## src/rtl/uart_pkg.sv

```systemverilog
// Shared types and constants for the buffered UART controller: frame-format enums,
// engine state encodings and the bit-timer helpers.
package uart_pkg;

  localparam int MAX_DATA_BITS = 9;
  localparam int BIT_CNT_W     = $clog2(MAX_DATA_BITS);
  localparam int TMR_W         = 20;

  typedef enum logic [1:0] {
    PAR_NONE = 2'd0,
    PAR_EVEN = 2'd1,
    PAR_ODD  = 2'd2
  } parity_e;

  typedef enum logic [2:0] {
    RX_IDLE   = 3'd0,
    RX_START  = 3'd1,
    RX_DATA   = 3'd2,
    RX_PARITY = 3'd3,
    RX_STOP   = 3'd4
  } rx_state_e;

  typedef enum logic [2:0] {
    TX_IDLE   = 3'd0,
    TX_START  = 3'd1,
    TX_DATA   = 3'd2,
    TX_PARITY = 3'd3,
    TX_STOP   = 3'd4
  } tx_state_e;

  // Zero-extending the data word leaves the XOR reduction unchanged.
  function automatic logic calc_parity(input logic [MAX_DATA_BITS-1:0] d, input parity_e mode);
    logic p;
    p = 1'b0;
    if (mode == PAR_EVEN) p = ^d;
    else if (mode == PAR_ODD) p = ~^d;
    return p;
  endfunction

  // Terminal-count reload: (prescale << sh) cycles, counted down to zero.
  function automatic logic [TMR_W-1:0] ticks(input logic [15:0] ps, input int unsigned sh);
    return (TMR_W'(ps) << sh) - TMR_W'(1);
  endfunction

endpackage

```

## src/rtl/uart_ctrl_fifo_if.sv

```systemverilog
// Parallel-side handshake bundle between the UART controller and the PC/sorter datapath.
// Signal suffixes are from the controller's point of view.
interface uart_ctrl_fifo_if #(
  parameter int DATA_BITS = 8
);
  logic [DATA_BITS-1:0] pc_data_o;
  logic                 pc_valid_o;
  logic                 pc_ready_i;
  logic [DATA_BITS-1:0] pc_data_i;
  logic                 pc_valid_i;
  logic                 pc_ready_o;

  modport slave (
    output pc_data_o, pc_valid_o, pc_ready_o,
    input  pc_ready_i, pc_data_i, pc_valid_i
  );

  modport master (
    input  pc_data_o, pc_valid_o, pc_ready_o,
    output pc_ready_i, pc_data_i, pc_valid_i
  );
endinterface

```

## src/rtl/uart_sync_fifo.sv

```systemverilog
// Single-clock FIFO with extra-MSB pointers; push when full and pop when empty are ignored.
// Read data is the combinational head entry.
module uart_sync_fifo #(
  parameter int WIDTH = 8,
  parameter int DEPTH = 16
) (
  input  logic             clk,
  input  logic             rst_n,
  input  logic             push_i,
  input  logic [WIDTH-1:0] wdata_i,
  input  logic             pop_i,
  output logic [WIDTH-1:0] rdata_o,
  output logic             empty_o,
  output logic             full_o
);

  localparam int AW = $clog2(DEPTH);

  logic [WIDTH-1:0] mem_q [DEPTH];
  logic [AW:0]      wr_ptr_q, wr_ptr_d;
  logic [AW:0]      rd_ptr_q, rd_ptr_d;
  logic             do_push, do_pop;

  assign empty_o = (wr_ptr_q == rd_ptr_q);
  assign full_o  = (wr_ptr_q[AW] != rd_ptr_q[AW]) && (wr_ptr_q[AW-1:0] == rd_ptr_q[AW-1:0]);
  assign do_push = push_i & ~full_o;
  assign do_pop  = pop_i & ~empty_o;
  assign rdata_o = mem_q[rd_ptr_q[AW-1:0]];

  always_comb begin
    wr_ptr_d = wr_ptr_q;
    rd_ptr_d = rd_ptr_q;
    if (do_push) wr_ptr_d = wr_ptr_q + 1'b1;
    if (do_pop)  rd_ptr_d = rd_ptr_q + 1'b1;
  end

  always_ff @(posedge clk) begin
    if (!rst_n) begin
      wr_ptr_q <= '0;
      rd_ptr_q <= '0;
    end else begin
      wr_ptr_q <= wr_ptr_d;
      rd_ptr_q <= rd_ptr_d;
    end
  end

  always_ff @(posedge clk) begin
    if (do_push) mem_q[wr_ptr_q[AW-1:0]] <= wdata_i;
  end

endmodule

```

## src/rtl/uart_ctrl_fifo.sv

```systemverilog
// Full-duplex buffered UART: oversampling RX engine and TX engine with configurable
// data width, parity and stop bits, each backed by a sync FIFO.
//
// state     | meaning
// IDLE      | RX: wait for synchronised falling edge / TX: wait for FIFO data
// START     | RX: wait to mid start bit, reject glitches / TX: drive start bit
// DATA      | shift DATA_BITS bits, LSB first
// PARITY    | parity bit (only when PARITY != 0)
// STOP      | RX: sample one stop bit, report/push / TX: STOP_BITS bit times high
module uart_ctrl_fifo
  import uart_pkg::*;
#(
  parameter int DATA_BITS     = 8,
  parameter int PARITY        = 0,
  parameter int STOP_BITS     = 1,
  parameter int RX_FIFO_DEPTH = 16,
  parameter int TX_FIFO_DEPTH = 16
) (
  input  logic            clk,
  input  logic            rst_n,
  uart_ctrl_fifo_if.slave pc,
  input  logic            rxd,
  output logic            txd,
  input  logic [15:0]     prescale,
  output logic            rx_frame_err,
  output logic            rx_parity_err,
  output logic            rx_overrun,
  output logic            rx_busy,
  output logic            tx_busy
);

  localparam parity_e PAR_MODE = (PARITY == 1) ? PAR_EVEN :
                                 (PARITY == 2) ? PAR_ODD  : PAR_NONE;
  localparam int unsigned STOP_SH = (STOP_BITS == 2) ? 4 : 3;
  localparam logic [BIT_CNT_W-1:0] LAST_BIT = BIT_CNT_W'(DATA_BITS - 1);

  logic [15:0] eff_ps;
  assign eff_ps = (prescale == 16'd0) ? 16'd1 : prescale;

  // ---------------- RX ----------------
  logic                 rx_meta_q, rx_sync_q, rx_prev_q;
  rx_state_e            rx_state_q, rx_state_d;
  logic [TMR_W-1:0]     rx_tmr_q, rx_tmr_d;
  logic [15:0]          rx_ps_q, rx_ps_d;
  logic [BIT_CNT_W-1:0] rx_cnt_q, rx_cnt_d;
  logic [DATA_BITS-1:0] rx_shreg_q, rx_shreg_d;
  logic                 rx_par_q, rx_par_d;
  logic                 rx_ferr_q, rx_ferr_d;
  logic                 rx_perr_q, rx_perr_d;
  logic                 rx_ovr_q, rx_ovr_d;
  logic                 rx_push, rx_empty, rx_full;

  always_comb begin
    rx_state_d = rx_state_q;
    rx_tmr_d   = (rx_tmr_q != '0) ? rx_tmr_q - 1'b1 : rx_tmr_q;
    rx_ps_d    = rx_ps_q;
    rx_cnt_d   = rx_cnt_q;
    rx_shreg_d = rx_shreg_q;
    rx_par_d   = rx_par_q;
    rx_ferr_d  = 1'b0;
    rx_perr_d  = 1'b0;
    rx_ovr_d   = 1'b0;
    rx_push    = 1'b0;
    case (rx_state_q)
      RX_IDLE: begin
        if (rx_prev_q && !rx_sync_q) begin
          rx_state_d = RX_START;
          rx_ps_d    = eff_ps;
          rx_tmr_d   = ticks(eff_ps, 2);
        end
      end
      RX_START: begin
        if (rx_tmr_q == '0) begin
          if (rx_sync_q) begin
            rx_state_d = RX_IDLE;
          end else begin
            rx_state_d = RX_DATA;
            rx_cnt_d   = '0;
            rx_tmr_d   = ticks(rx_ps_q, 3);
          end
        end
      end
      RX_DATA: begin
        if (rx_tmr_q == '0) begin
          rx_shreg_d = {rx_sync_q, rx_shreg_q[DATA_BITS-1:1]};
          rx_tmr_d   = ticks(rx_ps_q, 3);
          if (rx_cnt_q == LAST_BIT)
            rx_state_d = (PAR_MODE == PAR_NONE) ? RX_STOP : RX_PARITY;
          else
            rx_cnt_d = rx_cnt_q + 1'b1;
        end
      end
      RX_PARITY: begin
        if (rx_tmr_q == '0) begin
          rx_par_d   = rx_sync_q;
          rx_state_d = RX_STOP;
          rx_tmr_d   = ticks(rx_ps_q, 3);
        end
      end
      RX_STOP: begin
        if (rx_tmr_q == '0) begin
          rx_state_d = RX_IDLE;
          if (!rx_sync_q)
            rx_ferr_d = 1'b1;
          else if (PAR_MODE != PAR_NONE &&
                   rx_par_q != calc_parity(MAX_DATA_BITS'(rx_shreg_q), PAR_MODE))
            rx_perr_d = 1'b1;
          else if (rx_full)
            rx_ovr_d = 1'b1;
          else
            rx_push = 1'b1;
        end
      end
      default: rx_state_d = RX_IDLE;
    endcase
  end

  // Synchroniser and edge-detect flops idle high so reset never looks like a start bit.
  always_ff @(posedge clk) begin
    if (!rst_n) begin
      rx_meta_q  <= 1'b1;
      rx_sync_q  <= 1'b1;
      rx_prev_q  <= 1'b1;
      rx_state_q <= RX_IDLE;
      rx_tmr_q   <= '0;
      rx_ps_q    <= 16'd1;
      rx_cnt_q   <= '0;
      rx_shreg_q <= '0;
      rx_par_q   <= 1'b0;
      rx_ferr_q  <= 1'b0;
      rx_perr_q  <= 1'b0;
      rx_ovr_q   <= 1'b0;
    end else begin
      rx_meta_q  <= rxd;
      rx_sync_q  <= rx_meta_q;
      rx_prev_q  <= rx_sync_q;
      rx_state_q <= rx_state_d;
      rx_tmr_q   <= rx_tmr_d;
      rx_ps_q    <= rx_ps_d;
      rx_cnt_q   <= rx_cnt_d;
      rx_shreg_q <= rx_shreg_d;
      rx_par_q   <= rx_par_d;
      rx_ferr_q  <= rx_ferr_d;
      rx_perr_q  <= rx_perr_d;
      rx_ovr_q   <= rx_ovr_d;
    end
  end

  uart_sync_fifo #(.WIDTH(DATA_BITS), .DEPTH(RX_FIFO_DEPTH)) u_rx_fifo (
    .clk     (clk),
    .rst_n   (rst_n),
    .push_i  (rx_push),
    .wdata_i (rx_shreg_q),
    .pop_i   (~rx_empty & pc.pc_ready_i),
    .rdata_o (pc.pc_data_o),
    .empty_o (rx_empty),
    .full_o  (rx_full)
  );

  assign pc.pc_valid_o = ~rx_empty;
  assign rx_frame_err  = rx_ferr_q;
  assign rx_parity_err = rx_perr_q;
  assign rx_overrun    = rx_ovr_q;
  assign rx_busy       = (rx_state_q != RX_IDLE);

  // ---------------- TX ----------------
  tx_state_e            tx_state_q, tx_state_d;
  logic [TMR_W-1:0]     tx_tmr_q, tx_tmr_d;
  logic [15:0]          tx_ps_q, tx_ps_d;
  logic [BIT_CNT_W-1:0] tx_cnt_q, tx_cnt_d;
  logic [DATA_BITS-1:0] tx_shreg_q, tx_shreg_d;
  logic                 tx_par_q, tx_par_d;
  logic                 txd_q, txd_d;
  logic                 tx_pop, tx_empty, tx_full;
  logic [DATA_BITS-1:0] tx_head;

  always_comb begin
    tx_state_d = tx_state_q;
    tx_tmr_d   = (tx_tmr_q != '0) ? tx_tmr_q - 1'b1 : tx_tmr_q;
    tx_ps_d    = tx_ps_q;
    tx_cnt_d   = tx_cnt_q;
    tx_shreg_d = tx_shreg_q;
    tx_par_d   = tx_par_q;
    tx_pop     = 1'b0;
    case (tx_state_q)
      TX_IDLE: begin
        if (!tx_empty) begin
          tx_state_d = TX_START;
          tx_pop     = 1'b1;
          tx_shreg_d = tx_head;
          tx_par_d   = calc_parity(MAX_DATA_BITS'(tx_head), PAR_MODE);
          tx_ps_d    = eff_ps;
          tx_tmr_d   = ticks(eff_ps, 3);
        end
      end
      TX_START: begin
        if (tx_tmr_q == '0) begin
          tx_state_d = TX_DATA;
          tx_cnt_d   = '0;
          tx_tmr_d   = ticks(tx_ps_q, 3);
        end
      end
      TX_DATA: begin
        if (tx_tmr_q == '0) begin
          if (tx_cnt_q == LAST_BIT) begin
            if (PAR_MODE == PAR_NONE) begin
              tx_state_d = TX_STOP;
              tx_tmr_d   = ticks(tx_ps_q, STOP_SH);
            end else begin
              tx_state_d = TX_PARITY;
              tx_tmr_d   = ticks(tx_ps_q, 3);
            end
          end else begin
            tx_cnt_d   = tx_cnt_q + 1'b1;
            tx_shreg_d = tx_shreg_q >> 1;
            tx_tmr_d   = ticks(tx_ps_q, 3);
          end
        end
      end
      TX_PARITY: begin
        if (tx_tmr_q == '0) begin
          tx_state_d = TX_STOP;
          tx_tmr_d   = ticks(tx_ps_q, STOP_SH);
        end
      end
      TX_STOP: begin
        if (tx_tmr_q == '0) begin
          // Next frame starts straight out of STOP so queued bytes go out gap-free.
          if (!tx_empty) begin
            tx_state_d = TX_START;
            tx_pop     = 1'b1;
            tx_shreg_d = tx_head;
            tx_par_d   = calc_parity(MAX_DATA_BITS'(tx_head), PAR_MODE);
            tx_ps_d    = eff_ps;
            tx_tmr_d   = ticks(eff_ps, 3);
          end else begin
            tx_state_d = TX_IDLE;
          end
        end
      end
      default: tx_state_d = TX_IDLE;
    endcase

    case (tx_state_d)
      TX_START:  txd_d = 1'b0;
      TX_DATA:   txd_d = tx_shreg_d[0];
      TX_PARITY: txd_d = tx_par_d;
      default:   txd_d = 1'b1;
    endcase
  end

  always_ff @(posedge clk) begin
    if (!rst_n) begin
      tx_state_q <= TX_IDLE;
      tx_tmr_q   <= '0;
      tx_ps_q    <= 16'd1;
      tx_cnt_q   <= '0;
      tx_shreg_q <= '0;
      tx_par_q   <= 1'b0;
      txd_q      <= 1'b1;
    end else begin
      tx_state_q <= tx_state_d;
      tx_tmr_q   <= tx_tmr_d;
      tx_ps_q    <= tx_ps_d;
      tx_cnt_q   <= tx_cnt_d;
      tx_shreg_q <= tx_shreg_d;
      tx_par_q   <= tx_par_d;
      txd_q      <= txd_d;
    end
  end

  uart_sync_fifo #(.WIDTH(DATA_BITS), .DEPTH(TX_FIFO_DEPTH)) u_tx_fifo (
    .clk     (clk),
    .rst_n   (rst_n),
    .push_i  (pc.pc_valid_i & ~tx_full),
    .wdata_i (pc.pc_data_i),
    .pop_i   (tx_pop),
    .rdata_o (tx_head),
    .empty_o (tx_empty),
    .full_o  (tx_full)
  );

  assign pc.pc_ready_o = ~tx_full;
  assign txd           = txd_q;
  assign tx_busy       = (tx_state_q != TX_IDLE);

endmodule
```

## src/flat_wrapper.sv

```systemverilog
// flat-port wrapper written by rule: the top's interface ports become plain ports
module uart_ctrl_fifo_flat import uart_pkg::*;
#(
  parameter int DATA_BITS     = 8,
  parameter int PARITY        = 0,
  parameter int STOP_BITS     = 1,
  parameter int RX_FIFO_DEPTH = 16,
  parameter int TX_FIFO_DEPTH = 16
)
  (clk, rst_n, rxd, txd, prescale, rx_frame_err, rx_parity_err, rx_overrun, rx_busy, tx_busy, pc_pc_data_o, pc_pc_valid_o, pc_pc_ready_o, pc_pc_ready_i, pc_pc_data_i, pc_pc_valid_i);
  uart_ctrl_fifo_if #(.DATA_BITS(DATA_BITS)) pc_i ();
  input  logic clk;
  input  logic rst_n;
  input  logic rxd;
  output logic txd;
  input  logic [15:0] prescale;
  output logic rx_frame_err;
  output logic rx_parity_err;
  output logic rx_overrun;
  output logic rx_busy;
  output logic tx_busy;
  output wire logic [$bits(pc_i.pc_data_o)-1:0] pc_pc_data_o;
  output wire logic [$bits(pc_i.pc_valid_o)-1:0] pc_pc_valid_o;
  output wire logic [$bits(pc_i.pc_ready_o)-1:0] pc_pc_ready_o;
  input wire logic [$bits(pc_i.pc_ready_i)-1:0] pc_pc_ready_i;
  input wire logic [$bits(pc_i.pc_data_i)-1:0] pc_pc_data_i;
  input wire logic [$bits(pc_i.pc_valid_i)-1:0] pc_pc_valid_i;
  assign pc_pc_data_o = pc_i.pc_data_o;
  assign pc_pc_valid_o = pc_i.pc_valid_o;
  assign pc_pc_ready_o = pc_i.pc_ready_o;
  assign pc_i.pc_ready_i = pc_pc_ready_i;
  assign pc_i.pc_data_i = pc_pc_data_i;
  assign pc_i.pc_valid_i = pc_pc_valid_i;
  uart_ctrl_fifo #(.DATA_BITS(DATA_BITS), .PARITY(PARITY), .STOP_BITS(STOP_BITS), .RX_FIFO_DEPTH(RX_FIFO_DEPTH), .TX_FIFO_DEPTH(TX_FIFO_DEPTH)) u_core (.clk(clk), .rst_n(rst_n), .pc(pc_i), .rxd(rxd), .txd(txd), .prescale(prescale), .rx_frame_err(rx_frame_err), .rx_parity_err(rx_parity_err), .rx_overrun(rx_overrun), .rx_busy(rx_busy), .tx_busy(tx_busy));
endmodule
```

## config.mk

```make
export PLATFORM = sky130hd
export DESIGN_NAME = uart_ctrl_fifo_flat
export DESIGN_NICKNAME = d
export VERILOG_FILES = /design/src/rtl/uart_pkg.sv /design/src/rtl/uart_ctrl_fifo_if.sv /design/src/rtl/uart_sync_fifo.sv /design/src/rtl/uart_ctrl_fifo.sv /design/src/flat_wrapper.sv
export SDC_FILE = /design/constraint.sdc
export NUM_CORES = 1
export LEC_CHECK = 0
export ABC_AREA = 1
export BUFFER_PORTS_ARGS = -buffer_cell sky130_fd_sc_hd__buf_2
export CORE_MARGIN = 2
export CORE_UTILIZATION = 60
export DETAILED_ROUTE_END_ITERATION = 8
export GPL_TIMING_DRIVEN = 0
export PLACE_DENSITY = 0.74
export SLEW_MARGIN = 20
export SYNTH_ARGS = -nofsm -noshare
export SYNTH_HDL_FRONTEND = slang
export SYNTH_SLANG_ARGS = --single-unit
```

## constraint.sdc

```tcl
create_clock -name clk -period 6.1 [get_ports clk]
set_input_delay 1.22 -clock clk [delete_from_list [all_inputs] [get_ports clk]]
set_output_delay 1.22 -clock clk [all_outputs]
set_load 0.02 [all_outputs]
```

# Word-level counts from Yosys, hierarchy flattened
# Memory sizes are Yosys's and may differ from the RTL's. A register that Yosys moved wholly into a read port is not among the register bits.
# Cells that the tools add are included.
# totals
register_bits	129
ram_bits	256
in_bits	29
word_cells	171
n_memories	2
# op_classes
add_sub_neg	12
eq_ne	31
mux	66
n_bitwise	10
reduce_logical	28
# memory_table
memory	words	width	rd	rd_clocked_by_memory_dff	write_ports	line	text
u_core.u_rx_fifo.mem_q	16	8	1	1	1	uart_sync_fifo.sv:19	logic [WIDTH-1:0] mem_q [DEPTH];
u_core.u_tx_fifo.mem_q	16	8	1	1	1	uart_sync_fifo.sv:19	
# ops
operator	n
two-way mux 20 bit	9
one-hot mux 20 bit (3 select lines)	2
subtractor 19 x 1 -> 20 bit (second input constant)	3
two-way mux 16 bit	3
two-way mux 4 bit	11
zero test 20 bit	2
nonzero test 20 bit	2
subtractor 20 x 1 -> 20 bit (second input constant)	2
two-way mux 3 bit	12
two-way mux 8 bit	4
one-hot mux 16 bit (2 select lines)	1
one-hot mux 3 bit (5 select lines)	2
one-hot mux 8 bit (3 select lines)	1
adder 5 x 1 -> 5 bit (second input constant)	4
subtractor 18 x 1 -> 19 bit (second input constant)	1
equality test 3 x 2 -> 1 bit (second input constant)	6
inequality test 2 x 1 -> 1 bit (second input constant)	9
zero test 16 bit	1
one-hot mux 4 bit (2 select lines)	2
two-way mux 1 bit	15
AND reduction 4 bit	3
equality test 5 bit	2
equality test 3 x 1 -> 1 bit (second input constant)	3
nonzero test 3 bit	3
other kinds (21)	44

# Longest topological paths before layout
# Gate-level depths: netlist (run 1).
# depth
depth_word	9
ltp_mapped	17
mapped_depth_nobuf	17

# Modules after synthesis
# A second synthesis (run 1) with hierarchy kept.
# unflattened
cells_unflattened	2190
area_unflattened_um2	19157.1
# by_module_without_submodules
module	instances	cells_per_inst	area_per_inst_um2
uart_ctrl_fifo	1	1119	7095.6
uart_sync_fifo (u_core.u_tx_fifo)	1	535	6050.8
uart_sync_fifo (u_core.u_rx_fifo)	1	536	6010.8

# Worst setup path after synthesis (run 1)
# OpenSTA, ideal clock, no wires.
# synth_timing
kind	in2reg
start	input port prescale[5]
end	register u_core.tx_tmr_q[17]
setup_time_ps	132
t_arrival_ps	2904
setup_slack_ps	3064
stages	15
path_cell_list	inv_1 nand2_1 nor2_1 nand3_1 nand2_1 inv_1 ha_1 nand3_1 nor3_1 nand2_1 inv_1 nand3_1 xor2_1 o21ai_0 a31oi_1
# synth_between
elab_chain_cells	6
# synth_lines
item	line	text
start: declaration	flat_wrapper.sv:16	input logic [15:0] prescale;
zero test 16 bit	uart_ctrl_fifo.sv:38	assign eff_ps = (prescale == 16'd0) ? 16'd1 : prescale;
two-way mux 16 bit *	uart_ctrl_fifo.sv:38	
subtractor 19 x 1 -> 20 bit *	uart_pkg.sv:42	return (TMR_W'(ps) << sh) - TMR_W'(1);
two-way mux 20 bit *	uart_ctrl_fifo.sv:187, uart_ctrl_fifo.sv:229	
two-way mux 20 bit	uart_ctrl_fifo.sv:227	if (tx_tmr_q == '0) begin
one-hot mux 20 bit (3 select lines) *	uart_ctrl_fifo.sv:185	case (tx_state_q)
end signal: assignment	uart_ctrl_fifo.sv:263	tx_tmr_q <= tx_tmr_d;
end: declaration	uart_ctrl_fifo.sv:168	logic [TMR_W-1:0] tx_tmr_q, tx_tmr_d;
# Every way passes the cells marked *; elsewhere a longest branch is shown, timed or not.
# A chain may end at the register's enable or synchronous reset.

==> results.cfg, run 1 <==
[floorplan]
die_height_um = 180
io_pins = 45
dieWidth_um = 180
coreArea_mm2 = 0.0305
rows = 64
initial_core_util_pct = 60.7
dieArea_mm2 = 0.0323

[timing]
relSlewSlack_pct = 28.5
fin_hold_ws_ns = 0.422
period_needed_ns = 3.94
fmax_ghz = 0.254
period_share_pct = 64.5
setup_viol = 0
drv_slew = 0
rsz0062_at_grt = false
finalSetupTns_ns = 0
worst_pin_slew_ns = 1.07
fin_skew_ns = 0.0130
hold_violations = 0

[synthesis]
yosysSeqAreaShare_pct = 56.4
synth_area_per_cell_um2 = 9.29
async_reset_ff_share_pct = 0
synthDistinctLibCells = 55
synthCells = 1993
synth_edf_count = 256
yosys.area.top_type = edfxtp_1
ys.flop_type = edfxtp_1
ys_ff_latch = 393
ys_warn_count = 0
syn_area_mm2 = 0.0185
syn_nets = 2043
synth_top_area_share_pct = 41.5
synthTopCellsByArea = edfxtp_1 (42%), dfxtp_1 (15%), o21ai_0 (5.7%), nor2_1 (5.5%), nand2_1 (4.7%)

[clock_tree]
cts_max_path_buffers = 3
clk_pin_slew_worst_paths_ns = 0.07
cts_tree = yes
post_cts_buffers = 0
hold_buffers = 0
insertion_delay_ns = 0.54
root_buffer = clkbuf_16
post_cts_resized = 0
htree_levels = 2
clock-sinks = 393
numCtsBuffers = 41

[worst_hold_path]
whs_path_depth = 1
whs_endpoint = u_core.rx_sync_q
worst_hold_startpoint = u_core.rx_meta_q
holdCritPathClass = reg -> reg

[cells_and_area]
diodes = 0
drive_gt1_share_pct = 8.39
finalNetCount = 2129
final_util_pct = 67.4
area_delta_synth_final_pct = 11.1
multi_input_area_mm2 = 0.00692
layout_commonest_cell = nor2_1
ff_latch_area_mm2 = 0.0104
final_cell_mix = nor2_1 (272), edfxtp_1 (256), nand2_1 (234)
fillCellCount = 2438
design_area_mm2 = 0.0206

[route]
vias = 15000
final_antenna_net_count = 0
drt_iter0_drc = 1765
met3WireLength_mm = 4.23
drcViolationCount = 0
top_layer = met4
drt-total-wl_mm = 49.1
drt_first_pass_iters = 8
routed-wl-met2_mm = 22.6
wl_per_cell_um = 19.6
drt-met1-wl_mm = 21.0
viasPerCell = 5.98

[flow_run]
maxCapViolations = 0

[global_routing]
grt_pass1_wl_mm = 75.6
grt_overflow = 0
grt_pass1_vias = 14000
grt_use_total_pct = 29.4
antenna_found_initial = 0
grt_max_degree = 19

[worst_setup_path]
worstPathRequired_ns = 4.88
crit_fanout = 10
r2r_start = u_core.rx_tmr_q[0]
r2r_setup_slack_ns = 3.29
worstSetupEndpointType = output port
arrival_ns = 2.72
r2r_cells = 10
critPathKind = reg -> out
reg2reg_to = u_core.u_rx_fifo.mem_q[2][7]
start_kind = flip-flop

[placement]
placed_area_mm2 = 0.0192
dpl.hpwl_mm = 34.1
port_buffers = 43
gp_congestion = 1.00

[power_and_ir_drop]
p_leak_nw = 7.92
report.power.total_mw = 9.38
ir_drop_mv = 0.392
powerDensity_mw_per_mm2 = 456

[status]
outcome = complete, no violations
[cell type report]
type                       count  area share [%]
buffer                        79            1.73
clock buffer                  57            5.63
clock inverter                16           0.913
inverter                     209            3.87
multi-input combinational   1312            33.7
sequential                   393            50.7
tap                          396            2.41
timing repair buffer          43            1.05
[cell usage after synthesis, drive strengths merged, types with 19 or more instances]
cell type	n
nor2	293
nand2	240
nand4	19
inv	206
mux2i	32
xor2	34
a21oi	143
edfxtp	256
o211ai	38
nand3	108
o22ai	36
nor3	37
xnor2	19
clkbuf	57
o21ai	216
ha	21
buf	22
dfxtp	137
[stage by stage]
step / worst slack [ns] / instances
floorplan: 3.06 / 1993
global placement: 2.15 / 2432
detailed placement: 2.10 / 2432
CTS: 2.20 / 2505
global route: 2.02 / 2505
finish: 2.16 / 2505
[state kept, by name, indices dropped and copies added, names as in the netlist, 3 cells and up, named ones only]
register                   cells
u_core.rx_cnt_q                4
u_core.rx_ps_q                16
u_core.rx_shreg_q              8
u_core.rx_state_q              3
u_core.rx_tmr_q               20
u_core.tx_cnt_q                4
u_core.tx_ps_q                16
u_core.tx_shreg_q              8
u_core.tx_state_q              3
u_core.tx_tmr_q               20
u_core.u_rx_fifo.mem_q       128
u_core.u_rx_fifo.rd_ptr_q      5
u_core.u_rx_fifo.wr_ptr_q      5
u_core.u_tx_fifo.mem_q       128
u_core.u_tx_fifo.rd_ptr_q      5
u_core.u_tx_fifo.wr_ptr_q      5
[where the power goes]
group          switching (mW)  internal [mW]  leakage [nW]
combinational            2.41           1.15          3.87
sequential              0.250           3.08          3.40
clock                    1.03           1.46         0.652
[worst max path at each step]
stage	start	slack, ns	depth (start not counted)	endpoint
3_5_place_dp	prescale[11]	2.10	18	u_core.rx_tmr_q[19]
6_report	flip-flop	2.16	8	pc_pc_data_o[7]
3_3_place_gp	prescale[11]	2.15	18	u_core.rx_tmr_q[19]
4_1_cts	flip-flop	2.20	8	pc_pc_data_o[0]
5_1_grt	flip-flop	2.02	8	pc_pc_data_o[0]
2_1_floorplan	prescale[5]	3.06	15	u_core.tx_tmr_q[17]
[critical path, stage by stage, from the launching register on]
cell	delay, ns
dfxtp_1	0.31
clkbuf_1	0.22
buf_2	0.33
clkbuf_1	0.52
o21ai_0	0.19
o21ai_0	0.19
o211ai_1	0.16
nand2_1	0.10
buf_2	0.17
[cells by family (layout without fill, tap and decap cells)]
family | after synthesis | in the layout | share of synthesized area [%]
buffers and inverters | 288 | 404 | 6.23
xor gates and xnor gates | 53 | 53 | 2.51
DFF | 393 | 393 | 56.4
AOI/OAI and AO/OA | 484 | 484 | 14.6
adders and majority gates | 21 | 21 | 1.42
other | 1 | 1 | 0.0203
and+or+nand+nor | 721 | 721 | 17.2
muxes | 32 | 32 | 1.73
[routing by layer]
layer | track usage [%] | vias to the layer above
met1 | 42.0 | 7083
met4 | 8.78 | 0
met5 | 0 | -
li1 | - | 7081
met3 | 4.58 | 100
met2 | 46.9 | 710
(Power assumes the default switching activity.)
==> run 2, diff against run 1 <==
--- a/config.mk
+++ b/config.mk
@@ -8,7 +8,7 @@
 export ABC_AREA = 1
 export BUFFER_PORTS_ARGS = -buffer_cell sky130_fd_sc_hd__buf_2
 export CORE_MARGIN = 2
-export CORE_UTILIZATION = 60
+export CORE_UTILIZATION = 57
 export DETAILED_ROUTE_END_ITERATION = 8
 export GPL_TIMING_DRIVEN = 0
 export PLACE_DENSITY = 0.74
==> constraint.sdc (replaced) <==
create_clock -name clk -period 3.5 [get_ports clk]
set_input_delay 0.7 -clock clk [delete_from_list [all_inputs] [get_ports clk]]
set_output_delay 0.7 -clock clk [all_outputs]
set_load 0.02 [all_outputs]
==> results.cfg, run 2 (synthesis gave the netlist of run 1 again) <==
[worst_setup_path]
arrival_ns = 2.65
reg2reg_to = u_core.u_rx_fifo.mem_q[5][1]
r2r_start = u_core.rx_tmr_q[0]
cp_common_cell = clkbuf_1
worstSetupEndpointType = output port
worstPathRequired_ns = 2.80
r2r_cells = 10
max_stage_delay_ns = 0.64
slowest_stage = clkbuf_1
crit_chain = clkbuf_1, clkbuf_1, mux2i_1, o211ai_1, nand3_1, nand2_1, buf_2
start_kind = flip-flop
r2r_setup_slack_ns = 0.69
critPathKind = reg -> out
crit_fanout = 10

[clock_tree]
insertion_delay_ns = 0.54
hold_buffers = 0
post_cts_resized = 0
cts_tree = yes
clk_pin_slew_worst_paths_ns = 0.06
htree_levels = 2
post_cts_buffers = 0
clock-sinks = 393
numCtsBuffers = 41
root_buffer = clkbuf_16
cts_max_path_buffers = 3

[timing]
drv_slew = 0
worst_pin_slew_ns = 0.954
relSlewSlack_pct = 36.2
period_needed_ns = 3.35
setup_ws_ns = 0.148
hold_violations = 0
fmax_ghz = 0.298
setup_viol = 0
finalSetupTns_ns = 0
fin_skew_ns = 0.0105
rsz0062_at_grt = false
period_share_pct = 95.8

[floorplan]
rows = 65
die_height_um = 184
dieWidth_um = 184
dieArea_mm2 = 0.0339
initial_core_util_pct = 58.2
io_pins = 45
coreArea_mm2 = 0.0318

[power_and_ir_drop]
powerDensity_mw_per_mm2 = 792
report.power.total_mw = 16.3
p_leak_nw = 7.93
ir_drop_mv = 0.486

[cells_and_area]
finalNetCount = 2129
final_cell_mix = nor2_1 (272), edfxtp_1 (256), nand2_1 (234)
fillCellCount = 2534
drive_gt1_share_pct = 8.52
diodes = 0
ff_latch_area_mm2 = 0.0104
multi_input_area_mm2 = 0.00692
fin_cells = 2547
layout_commonest_cell = nor2_1
area_delta_synth_final_pct = 11.4

[status]
outcome = complete, no violations

[route]
drt-met1-wl_mm = 21.2
routed-wl-met2_mm = 22.7
top_layer = met4
drt_first_pass_iters = 6
viasPerCell = 5.93
vias = 15100
met3WireLength_mm = 4.00
drt_iter0_drc = 1620
drcViolationCount = 0
drt-total-wl_mm = 49.3
wl_per_cell_um = 19.4
final_antenna_net_count = 0

[placement]
place_ws_ns = 0.0597
gp_congestion = 1.01
dpl.hpwl_mm = 34.2
dp.cells = 2471
port_buffers = 43

[global_routing]
grt_overflow = 0
antenna_found_initial = 0
grt_pass1_wl_mm = 76.4
grt_max_degree = 19
grt_use_total_pct = 29.1
grt_pass1_vias = 14000

[flow_run]
maxCapViolations = 0

[worst_hold_path]
holdCritPathClass = in -> reg
whs_path_depth = 2
whs_endpoint = u_core.rx_meta_q
worst_hold_startpoint = rxd
-- run 2: layout make-up --
type	instances	share of cell area, %
Tap cell	435	2.64
Timing Repair Buffer	43	1.04
Multi-Input combinational cell	1312	33.6
Clock inverter	17	0.753
Buffer	79	1.75
Clock buffer	59	5.75
Sequential cell	393	50.6
Inverter	209	3.86
-- run 2: stage by stage --
stage          hold WS, ns  cell area, um2  util, %
2_1_floorplan        0.393           18500        -
3_3_place_gp         0.403           19300     60.6
3_5_place_dp         0.397           19300     60.6
4_1_cts              0.327           20600     64.8
5_1_grt              0.340           20600     64.8
6_report             0.343           20600     64.8
-- run 2: worst max-delay path: cells and delay by family, from the launching register on --
family / cells / cell delay, ns
simple gates: 2 / 0.24
buf+inv: 3 / 1.03
flops: 1 / 0.30
mux: 1 / 0.21
compound gates: 1 / 0.33
-- run 2: where the power goes --
group | internal [mW] | switching, mW | total [mW]
combinational | 2.00 | 4.22 | 6.22
sequential | 5.37 | 0.426 | 5.79
clock | 2.51 | 1.80 | 4.31
total | 9.88 | 6.45 | 16.3
-- run 2: metal layers --
layer	up-vias	track usage (%)
met4	0	10.1
met5	-	0
met3	101	3.40
met1	7226	41.6
li1	7094	-
met2	684	46.3
-- run 2: worst max path at each step --
stage,startpoint,end
2_1_floorplan,prescale[5],u_core.tx_tmr_q[17]
3_3_place_gp,prescale[15],u_core.rx_tmr_q[19]
3_5_place_dp,prescale[11],u_core.rx_tmr_q[19]
4_1_cts,flip-flop,pc_pc_data_o[0]
5_1_grt,flip-flop,pc_pc_data_o[2]
6_report,flip-flop,pc_pc_data_o[5]
